$ cat src/rtl/raster_write_ctrl.sv
// raster_write_ctrl
//    Accepts geometry commands and their data beats from the SPI front end and
//    turns them into write strobes on the vertex, triangle and instance RAMs
//    and the buffer descriptor table.
//
//    state     | meaning
//    ----------+-------------------------------------------------------------
//    S_IDLE    | waiting for a command; only state with cmd_ready=1
//    S_VERT    | writing vertex beats to base+k until count beats are taken
//    S_TRI     | writing triangle beats to base+k until count beats are taken
//    S_INST    | taking the single transform beat of an instance command
//    S_DRAIN   | discarding the beats of an out-of-range buffer command
//
// Ports
//    clk, rst_sck            clock, asynchronous active-high reset
//    step                    SPI-rise qualifier; gates every handshake
//    cmd_valid/ready, cmd_*  command channel (op, id, base, count)
//    dat_valid/ready, dat    data-beat channel
//    vram_*, tram_*, iram_*  RAM write ports (single-clk strobes)
//    vdesc_we, tdesc_we,
//    desc_addr, desc_din     descriptor table write, din = {base, count}
//    busy, done, err         status; err is sticky until CLEAR_ERR
module raster_write_ctrl #(
   parameter int ADDR_W  = 13,
   parameter int CNT_W   = 12,
   parameter int ID_W    = 8,
   parameter int VTX_W   = 108,
   parameter int TRI_W   = 36,
   parameter int TRANS_W = 384,
   parameter int DAT_W   = TRANS_W
) (
   input  logic                      clk,
   input  logic                      rst_sck,
   input  logic                      step,
   input  logic                      cmd_valid,
   output logic                      cmd_ready,
   input  logic [3:0]                cmd_op,
   input  logic [ID_W-1:0]           cmd_id,
   input  logic [ADDR_W-1:0]         cmd_base,
   input  logic [CNT_W-1:0]          cmd_count,
   input  logic                      dat_valid,
   output logic                      dat_ready,
   input  logic [DAT_W-1:0]          dat,
   output logic                      vram_we,
   output logic [ADDR_W-1:0]         vram_addr,
   output logic [VTX_W-1:0]          vram_din,
   output logic                      tram_we,
   output logic [ADDR_W-1:0]         tram_addr,
   output logic [TRI_W-1:0]          tram_din,
   output logic                      iram_we,
   output logic [ID_W-1:0]           iram_addr,
   output logic [TRANS_W+2*ID_W-1:0] iram_din,
   output logic                      vdesc_we,
   output logic                      tdesc_we,
   output logic [ID_W-1:0]           desc_addr,
   output logic [ADDR_W+CNT_W-1:0]   desc_din,
   output logic                      busy,
   output logic                      done,
   output logic [2:0]                err
);

   localparam int NID = 1 << ID_W;

   localparam logic [3:0] OP_VERT        = 4'd1;
   localparam logic [3:0] OP_TRI         = 4'd2;
   localparam logic [3:0] OP_INST_CREATE = 4'd3;
   localparam logic [3:0] OP_INST_UPDATE = 4'd4;
   localparam logic [3:0] OP_CLEAR_ERR   = 4'd5;

   localparam logic [2:0] ERR_NONE    = 3'd0;
   localparam logic [2:0] ERR_ILLEGAL = 3'd1;
   localparam logic [2:0] ERR_RANGE   = 3'd2;
   localparam logic [2:0] ERR_NO_DESC = 3'd3;
   localparam logic [2:0] ERR_NO_INST = 3'd4;

   localparam logic [ADDR_W:0] ADDR_SPAN = {1'b1, {ADDR_W{1'b0}}};

   typedef enum logic [2:0] {S_IDLE, S_VERT, S_TRI, S_INST, S_DRAIN} state_t;

   state_t state, state_nx;

   logic                cmd_fire, dat_fire;
   logic [ADDR_W:0]     end_addr;
   logic                range_bad;
   logic [2*ID_W-1:0]   inst_ids;
   logic [ID_W-1:0]     cmd_vid, cmd_tid;
   logic                inst_bad;
   logic                last_beat;

   logic [ADDR_W-1:0]   addr_q;
   logic [CNT_W-1:0]    cnt_q;
   logic [ID_W-1:0]     id_q, vid_q, tid_q;
   logic                create_q, inst_err_q;
   logic [NID-1:0]      vdef, tdef, idef;

   assign cmd_fire  = cmd_valid & cmd_ready & step;
   assign dat_fire  = dat_valid & dat_ready & step;

   // One extra bit so a buffer ending exactly at the top of the RAM is legal.
   assign end_addr  = {1'b0, cmd_base} + (ADDR_W+1)'(cmd_count);
   assign range_bad = end_addr > ADDR_SPAN;

   // Instance ops carry {vert_id, tri_id} in the low bits of base; base is
   // zero-extended when it is narrower than the two ids together.
   assign inst_ids  = (2*ID_W)'(cmd_base);
   assign cmd_vid   = inst_ids[2*ID_W-1:ID_W];
   assign cmd_tid   = inst_ids[ID_W-1:0];
   assign inst_bad  = (cmd_op == OP_INST_CREATE) ? !(vdef[cmd_vid] && tdef[cmd_tid])
                                                 : !idef[cmd_id];
   assign last_beat = cnt_q == CNT_W'(1);

   always_ff @(posedge clk or posedge rst_sck) begin
      if (rst_sck) state <= S_IDLE;
      else         state <= state_nx;
   end

   always_comb begin
      state_nx = state;
      case (state)
         S_IDLE: begin
            if (cmd_fire) begin
               case (cmd_op)
                  OP_VERT, OP_TRI: begin
                     if (cmd_count != '0) begin
                        if (range_bad)            state_nx = S_DRAIN;
                        else if (cmd_op == OP_VERT) state_nx = S_VERT;
                        else                      state_nx = S_TRI;
                     end
                  end
                  OP_INST_CREATE, OP_INST_UPDATE: state_nx = S_INST;
                  default: state_nx = S_IDLE;
               endcase
            end
         end
         S_VERT, S_TRI, S_DRAIN: if (dat_fire && last_beat) state_nx = S_IDLE;
         S_INST:                 if (dat_fire) state_nx = S_IDLE;
         default:                state_nx = S_IDLE;
      endcase
   end

   always_comb begin
      cmd_ready = state == S_IDLE;
      dat_ready = state != S_IDLE;
      busy      = state != S_IDLE;
   end

   always_ff @(posedge clk or posedge rst_sck) begin
      if (rst_sck) begin
         vram_we    <= 1'b0;
         vram_addr  <= '0;
         vram_din   <= '0;
         tram_we    <= 1'b0;
         tram_addr  <= '0;
         tram_din   <= '0;
         iram_we    <= 1'b0;
         iram_addr  <= '0;
         iram_din   <= '0;
         vdesc_we   <= 1'b0;
         tdesc_we   <= 1'b0;
         desc_addr  <= '0;
         desc_din   <= '0;
         done       <= 1'b0;
         err        <= ERR_NONE;
         addr_q     <= '0;
         cnt_q      <= '0;
         id_q       <= '0;
         vid_q      <= '0;
         tid_q      <= '0;
         create_q   <= 1'b0;
         inst_err_q <= 1'b0;
         vdef       <= '0;
         tdef       <= '0;
         idef       <= '0;
      end else begin
         vram_we  <= 1'b0;
         tram_we  <= 1'b0;
         iram_we  <= 1'b0;
         vdesc_we <= 1'b0;
         tdesc_we <= 1'b0;
         done     <= 1'b0;
         case (state)
            S_IDLE: begin
               if (cmd_fire) begin
                  case (cmd_op)
                     OP_VERT, OP_TRI: begin
                        addr_q <= cmd_base;
                        cnt_q  <= cmd_count;
                        if (range_bad) begin
                           if (err == ERR_NONE) err <= ERR_RANGE;
                        end else begin
                           vdesc_we  <= cmd_op == OP_VERT;
                           tdesc_we  <= cmd_op == OP_TRI;
                           desc_addr <= cmd_id;
                           desc_din  <= {cmd_base, cmd_count};
                           if (cmd_op == OP_VERT) vdef[cmd_id] <= 1'b1;
                           else                   tdef[cmd_id] <= 1'b1;
                        end
                        if (cmd_count == '0) done <= 1'b1;
                     end
                     OP_INST_CREATE, OP_INST_UPDATE: begin
                        id_q       <= cmd_id;
                        vid_q      <= cmd_vid;
                        tid_q      <= cmd_tid;
                        create_q   <= cmd_op == OP_INST_CREATE;
                        inst_err_q <= inst_bad;
                        if (inst_bad && err == ERR_NONE)
                           err <= (cmd_op == OP_INST_CREATE) ? ERR_NO_DESC : ERR_NO_INST;
                     end
                     OP_CLEAR_ERR: begin
                        err  <= ERR_NONE;
                        done <= 1'b1;
                     end
                     default: begin
                        if (err == ERR_NONE) err <= ERR_ILLEGAL;
                        done <= 1'b1;
                     end
                  endcase
               end
            end
            S_VERT, S_TRI, S_DRAIN: begin
               if (dat_fire) begin
                  if (state == S_VERT) begin
                     vram_we   <= 1'b1;
                     vram_addr <= addr_q;
                     vram_din  <= dat[VTX_W-1:0];
                  end
                  if (state == S_TRI) begin
                     tram_we   <= 1'b1;
                     tram_addr <= addr_q;
                     tram_din  <= dat[TRI_W-1:0];
                  end
                  addr_q <= addr_q + ADDR_W'(1);
                  cnt_q  <= cnt_q - CNT_W'(1);
                  if (last_beat) done <= 1'b1;
               end
            end
            S_INST: begin
               if (dat_fire) begin
                  done <= 1'b1;
                  if (!inst_err_q) begin
                     iram_we   <= 1'b1;
                     iram_addr <= id_q;
                     iram_din  <= {dat[TRANS_W-1:0], vid_q, tid_q};
                     if (create_q) idef[id_q] <= 1'b1;
                  end
               end
            end
            default: ;
         endcase
      end
   end

endmodule

$ cat config.mk
export PLATFORM = sky130hd
export DESIGN_NAME = raster_write_ctrl
export DESIGN_NICKNAME = d
export VERILOG_FILES = /design/src/rtl/raster_write_ctrl.sv
export SDC_FILE = /design/constraint.sdc
export NUM_CORES = 2
export LEC_CHECK = 0
export BUFFER_PORTS_ARGS = -buffer_cell sky130_fd_sc_hd__buf_4
export CAP_MARGIN = 25
export CORE_AREA = 2 2 403 405
export DETAILED_ROUTE_END_ITERATION = 16
export DIE_AREA = 0 0 405 407
export SKIP_LAST_GASP = 1
export SYNTH_ARGS = -nofsm -noshare
export SYNTH_HDL_FRONTEND = slang
export SYNTH_SLANG_ARGS = --single-unit
$ cat constraint.sdc
create_clock -name clk -period 41.8 [get_ports clk]
set_input_delay 6.27 -clock clk [delete_from_list [all_inputs] [get_ports clk]]
set_output_delay 6.27 -clock clk [all_outputs]
set_load 0.05 [all_outputs]
## Word-level counts from Yosys, hierarchy flattened

Cells that the tools add are included.

| operators by class | value |
|---|---|
| $lt $le $gt $ge | 7 |
| multipliers | 0 |
| eq/ne operators | 19 |
| reductions and logical operators | 28 |
| shift operators | 0 |
| divide/modulo/power cells | 0 |
| add/subtract/negate cells | 3 |
| bitwise gates (word level) | 10 |
| muxes and demuxes | 57 |

Operators with widths:

| cell | number |
|---|---|
| $or 256x256->256 | 3 |
| $mux 13 | 3 |
| $mux 12 | 3 |
| $mux 3 | 10 |
| $mux 1 | 28 |
| $lt 8x9->1 const B | 3 |
| $pmux 13 s2 | 1 |
| $pmux 12 s2 | 1 |
| $pmux 3 s3 | 2 |
| $bmux 1 s8 | 2 |
| $demux 1 s8 | 2 |
| $ge 8x1->1 const B | 2 |
| $reduce_and 4->1 | 4 |
| $add 13x12->14 | 1 |
| $gt 14x14->1 const B | 1 |
| $add 13x1->13 const B | 1 |
| $eq 12x1->1 const B | 1 |
| $logic_not 12->1 | 1 |
| $ne 2x2->1 const B | 6 |
| $reduce_and 3->1 | 4 |
| $reduce_bool 12->1 | 1 |
| $sub 12x1->12 const B | 1 |
| $reduce_and 5->1 | 2 |
| $lt 5x9->1 const B | 1 |
| other kinds (23) | 40 |

| storage, ports and cells | value |
|---|---|
| output and inout bits | 623 |
| bits in writable memories | 0 |
| memories kept | 0 |
| word-level logic and storage cells | 150 |
| memory bits (read-only) | 0 |
| bits in registers | 1436 |
| latch bits | 0 |
| bits of input ports | 426 |

## Logic depth before layout (Yosys ltp)

| depth | value |
|---|---|
| depth after elaboration | 8 |
| gate-level depth with buffers | 14 |
| depth with buffers taken out | 12 |

## Least setup slack after synthesis

No wires, ideal clock.

| timing path | value |
|---|---|
| path type | input-to-reg |
| start point | input port cmd_base[1] |
| end point | register vdef[1] |
| data required time | 41725 ps |
| setup time | 75 ps |
| buffers on the path | 3 |
| stages | 13 |
| arrival time | 9159 ps |
| setup slack | 32566 ps |
| cell sequence | buf_2 -> inv_1 -> fa_1 -> xor2_1 -> nand4b_1 -> a2111oi_4 -> o2111ai_2 -> o311ai_4 -> nand4b_2 -> or4_1 -> buf_6 -> buf_12 -> o21bai_2 |

| on the way | value |
|---|---|
| longest elaborated chain between the ends | 4 |

RTL lines:

| element | line | source |
|---|---|---|
| start, declared | 39 | `input logic [ADDR_W-1:0] cmd_base,` |
| $add 13x12->14 | 100 | `assign end_addr = {1'b0, cmd_base} + (ADDR_W+1)'(cmd_count);` |
| $gt 14x14->1 | 101 | `assign range_bad = end_addr > ADDR_SPAN;` |
| $not 1->1 (no source line) | -- |  |
| $reduce_and 5->1 (no source line) | -- |  |
| end signal, assigned | 171 | `vdef <= '0;` |
| end signal, assigned by index | 195 | `if (cmd_op == OP_VERT) vdef[cmd_id] <= 1'b1;` |
| end, declared | 94 | `logic [NID-1:0] vdef, tdef, idef;` |

Every way passes these cells.
A chain may end at the register's enable or synchronous reset.

==> flow_summary.yaml <==
timing:
  tightest_slew_ps: 1140
  drv_slew: 0
  slew-limit-headroom: 0.2400
  rsz0062_at_grt: "no"
  setup-tns-final_ps: 0
  max_freq_mhz: 97.57
  fin_skew_ps: 56.85
  layout_min_cycle_time_ps: 10250
  timing_hold_violations_final: 0
  setup_viol: 0
  fin_crit_sh: 0.2452
logic_synthesis:
  synth_seq_cells: 1212
  netlist_top_cells_count: "1212 x dfrtp_1, 585 x mux2_2, 259 x a21o_1"
  syn_avg_cell_area_um2: 14.08
  synthTopCellsByArea: "dfrtp_1 61%, mux2_2 13%, mux4_2 5.6%"
  synthFlopType: "dfrtp_1"
  synth_area_um2: 49760
  ys_warn_count: 0
  synth_edf_count: 0
  synthCells: 3533
  yosysSeqAreaShare: 0.6096
  async_reset_ff_frac: 1.000
  synth.distinct_cells: 79
  synth_top_area_share: 0.6096
  synth_most_common_cell: "dfrtp_1"
  yosysTopAreaCell: "dfrtp_1"
floorplanning:
  dieArea_um2: 164800
  die_h_um: 407
  core_um2: 160200
  rows: 147
  die_w_um: 405
  io_pins: 1049
  initial_core_util: 0.3106
global_route:
  grt_pass1_wl_um: 291400
  overflow: 0
  grt_max_degree: 258
  grt_usage: 0.2558
  grt_pass1_vias: 35932
  antenna_found_initial: 30
pwr:
  powerDensity_nw_per_um2: 47.49
  p_leak_nw: 34.29
  max-vdd-ir-drop_mv: 0.04044
cts:
  clkTransAtPathRegs_ps: 60
  clockBufferDepth: 3
  clkSinkCount: 1212
  cts_max_level: 4
  cts_root_buffer: "clkbuf_16"
  cts_buffers: 138
  cts-resized-gates: 0
  cts-hold-fix-buffers: 0
  cts_tree: "built"
  post_cts.repair.setup_buffers: 0
  clk_latency_ps: 800
worst_setup_path:
  critPathMaxStageDelay_ps: 850
  worstPathArrival_ps: 11050
  path_max_fanout: 107
  crit_path_frequent_cell: "buf_4"
  start_kind: "input pin"
  crit_chain: "buf_4 > inv_8 > buf_4 > buf_4 > buf_4 > buf_4 > buf_4"
  path_buf_inv: 7
  path_class: "in2async"
  critPathTopFamily: "buffers and inverters"
  cp_data_required_time_ps: 42600
  end_kind: "asynchronous set/reset pin"
  critPathSlowestCell: "buf_4"
route:
  post-route-drc-count: 0
  num_vias: 35757
  drt_iter0_drc: 2951
  routedWlPerCell_um: 31.64
  via_per_inst: 5.225
  drt-total-wl_um: 216600
  drt.antenna.violating_nets: 0
  drt_first_pass_iters: 7
place:
  io_buffers: 1045
  detailed_place_hpwl_um: 165100
  place.gp.congestion: 0.8849
final_layout:
  area_growth_syn_to_layout_pct: 30.85
  multi_input_area_um2: 18390
  final_nets: 5009
  final_util: 0.4064
  seq_area_um2: 30330
  nFillCells: 15121
  drive_gt1_frac: 0.5097
run:
  max_cap_violations: 0
worst_hold_path:
  worstHoldPathType: "reg2reg"
outcome:
  outcome: "finished, final reports clean"
-- where the power goes --
group	leakage (nW)	internal, W	switching [W]	total, W
registers	16.6	0.00124	0.0000665	0.00130
clock network	2.32	0.000736	0.000524	0.00126
logic	15.3	0.000150	0.000380	0.000531
total	34.3	0.00212	0.000971	0.00309
-- state kept, by name, indices dropped and copies added (netlist names), 25 cells and up --
signal / flops
tram_din: 36
vdef: 32
tdef: 256
vram_din: 108
idef: 256
iram_din: 397
desc_din: 25
-- worst paths after layout --
kind,depth (start not counted),from,slack (ps),endpoint
worst max-delay path,7,rst_sck,31550,iram_din[66]
worst min-delay path,1,idef[166],450,idef[166]
worst max register to register,7,state[2],37670,iram_din[258]
worst min register to register,1,idef[166],450,idef[166]
max in group clk,12,cmd_base[1],31630,tdef[173]
min in group asynchronous,2,rst_sck,5580,idef[220]
-- cell type report --
cell class / count / area share
clock inverters: 46 / 0.01059
inverters: 22 / 0.001384
flip-flops and latches: 1212 / 0.4658
diodes: 13 / 0.0004996
well taps: 2160 / 0.04151
repair buffers: 1146 / 0.1357
multi-input cells: 2047 / 0.2824
clock buffers: 198 / 0.06205
-- stage by stage --
step                      hold WS (ps)  area [um^2]  setup slack [ps]  instances  total power (W)
after floorplan                  420.2        49760              1383       3535         0.001587
after global placement           431.8        59920             30380       6556         0.001850
after detailed placement         438.0        60090             30270       6569         0.001857
after CTS                        451.5        64820             31120       6813         0.003124
after global routing             457.3        65090             30720       6836         0.003192
final                            447.3        65110             31550       6844         0.003092
-- routing by layer --
metal / global-route usage / vias up / part of all wire
met2: 0.3768 / 1562 / 0.44
met3: 0.07599 / 402 / 0.088
met1: 0.3041 / 18670 / 0.37
li1: - / 15105 / -
met4: 0.2249 / 18 / 0.098
met5: 0 / - / 0.00052
-- placed cells by master (no fill, tap or decap), types with 10 or more instances in the layout --
cell type,netlist,layout
dfrtp_1,1212,1212
buf_4,13,1121
mux2_2,585,585
a21o_1,259,259
a31o_2,256,256
nand2_1,238,237
clkbuf_16,0,139
mux4_2,123,123
nor2_1,98,75
o21ai_0,54,53
nor3_1,46,44
a21oi_1,44,44
mux2i_1,39,39
clkbuf_8,0,35
nand3_1,34,34
clkbuf_1,180,25
o21bai_1,23,23
nand2b_1,22,22
nor2_2,0,22
inv_1,19,17
a22oi_1,17,17
clkinv_2,0,16
ha_1,15,15
o22ai_1,14,14
diode_2,0,13
o211ai_1,12,12
nor2b_1,11,11
nor4_1,13,11
and3_1,10,10
buf_8,0,10
-- cells by family (layout without fill, tap and decap cells) --
group                    after synthesis  in the layout  share of synthesized area
buffers and inverters                276           1412                    0.02336
adder cells (fa/ha/maj)               16             16                   0.004174
AO/OA/AOI/OAI                        758            758                     0.1183
flip-flops                          1212           1212                     0.6096
multiplexers                         748            748                     0.1961
AND/OR/NAND/NOR                      518            518                    0.04773
XOR/XNOR                               4              4                  0.0007042
other                                  1             16                 0.00007537
Power figures use the tool's default switching activity.
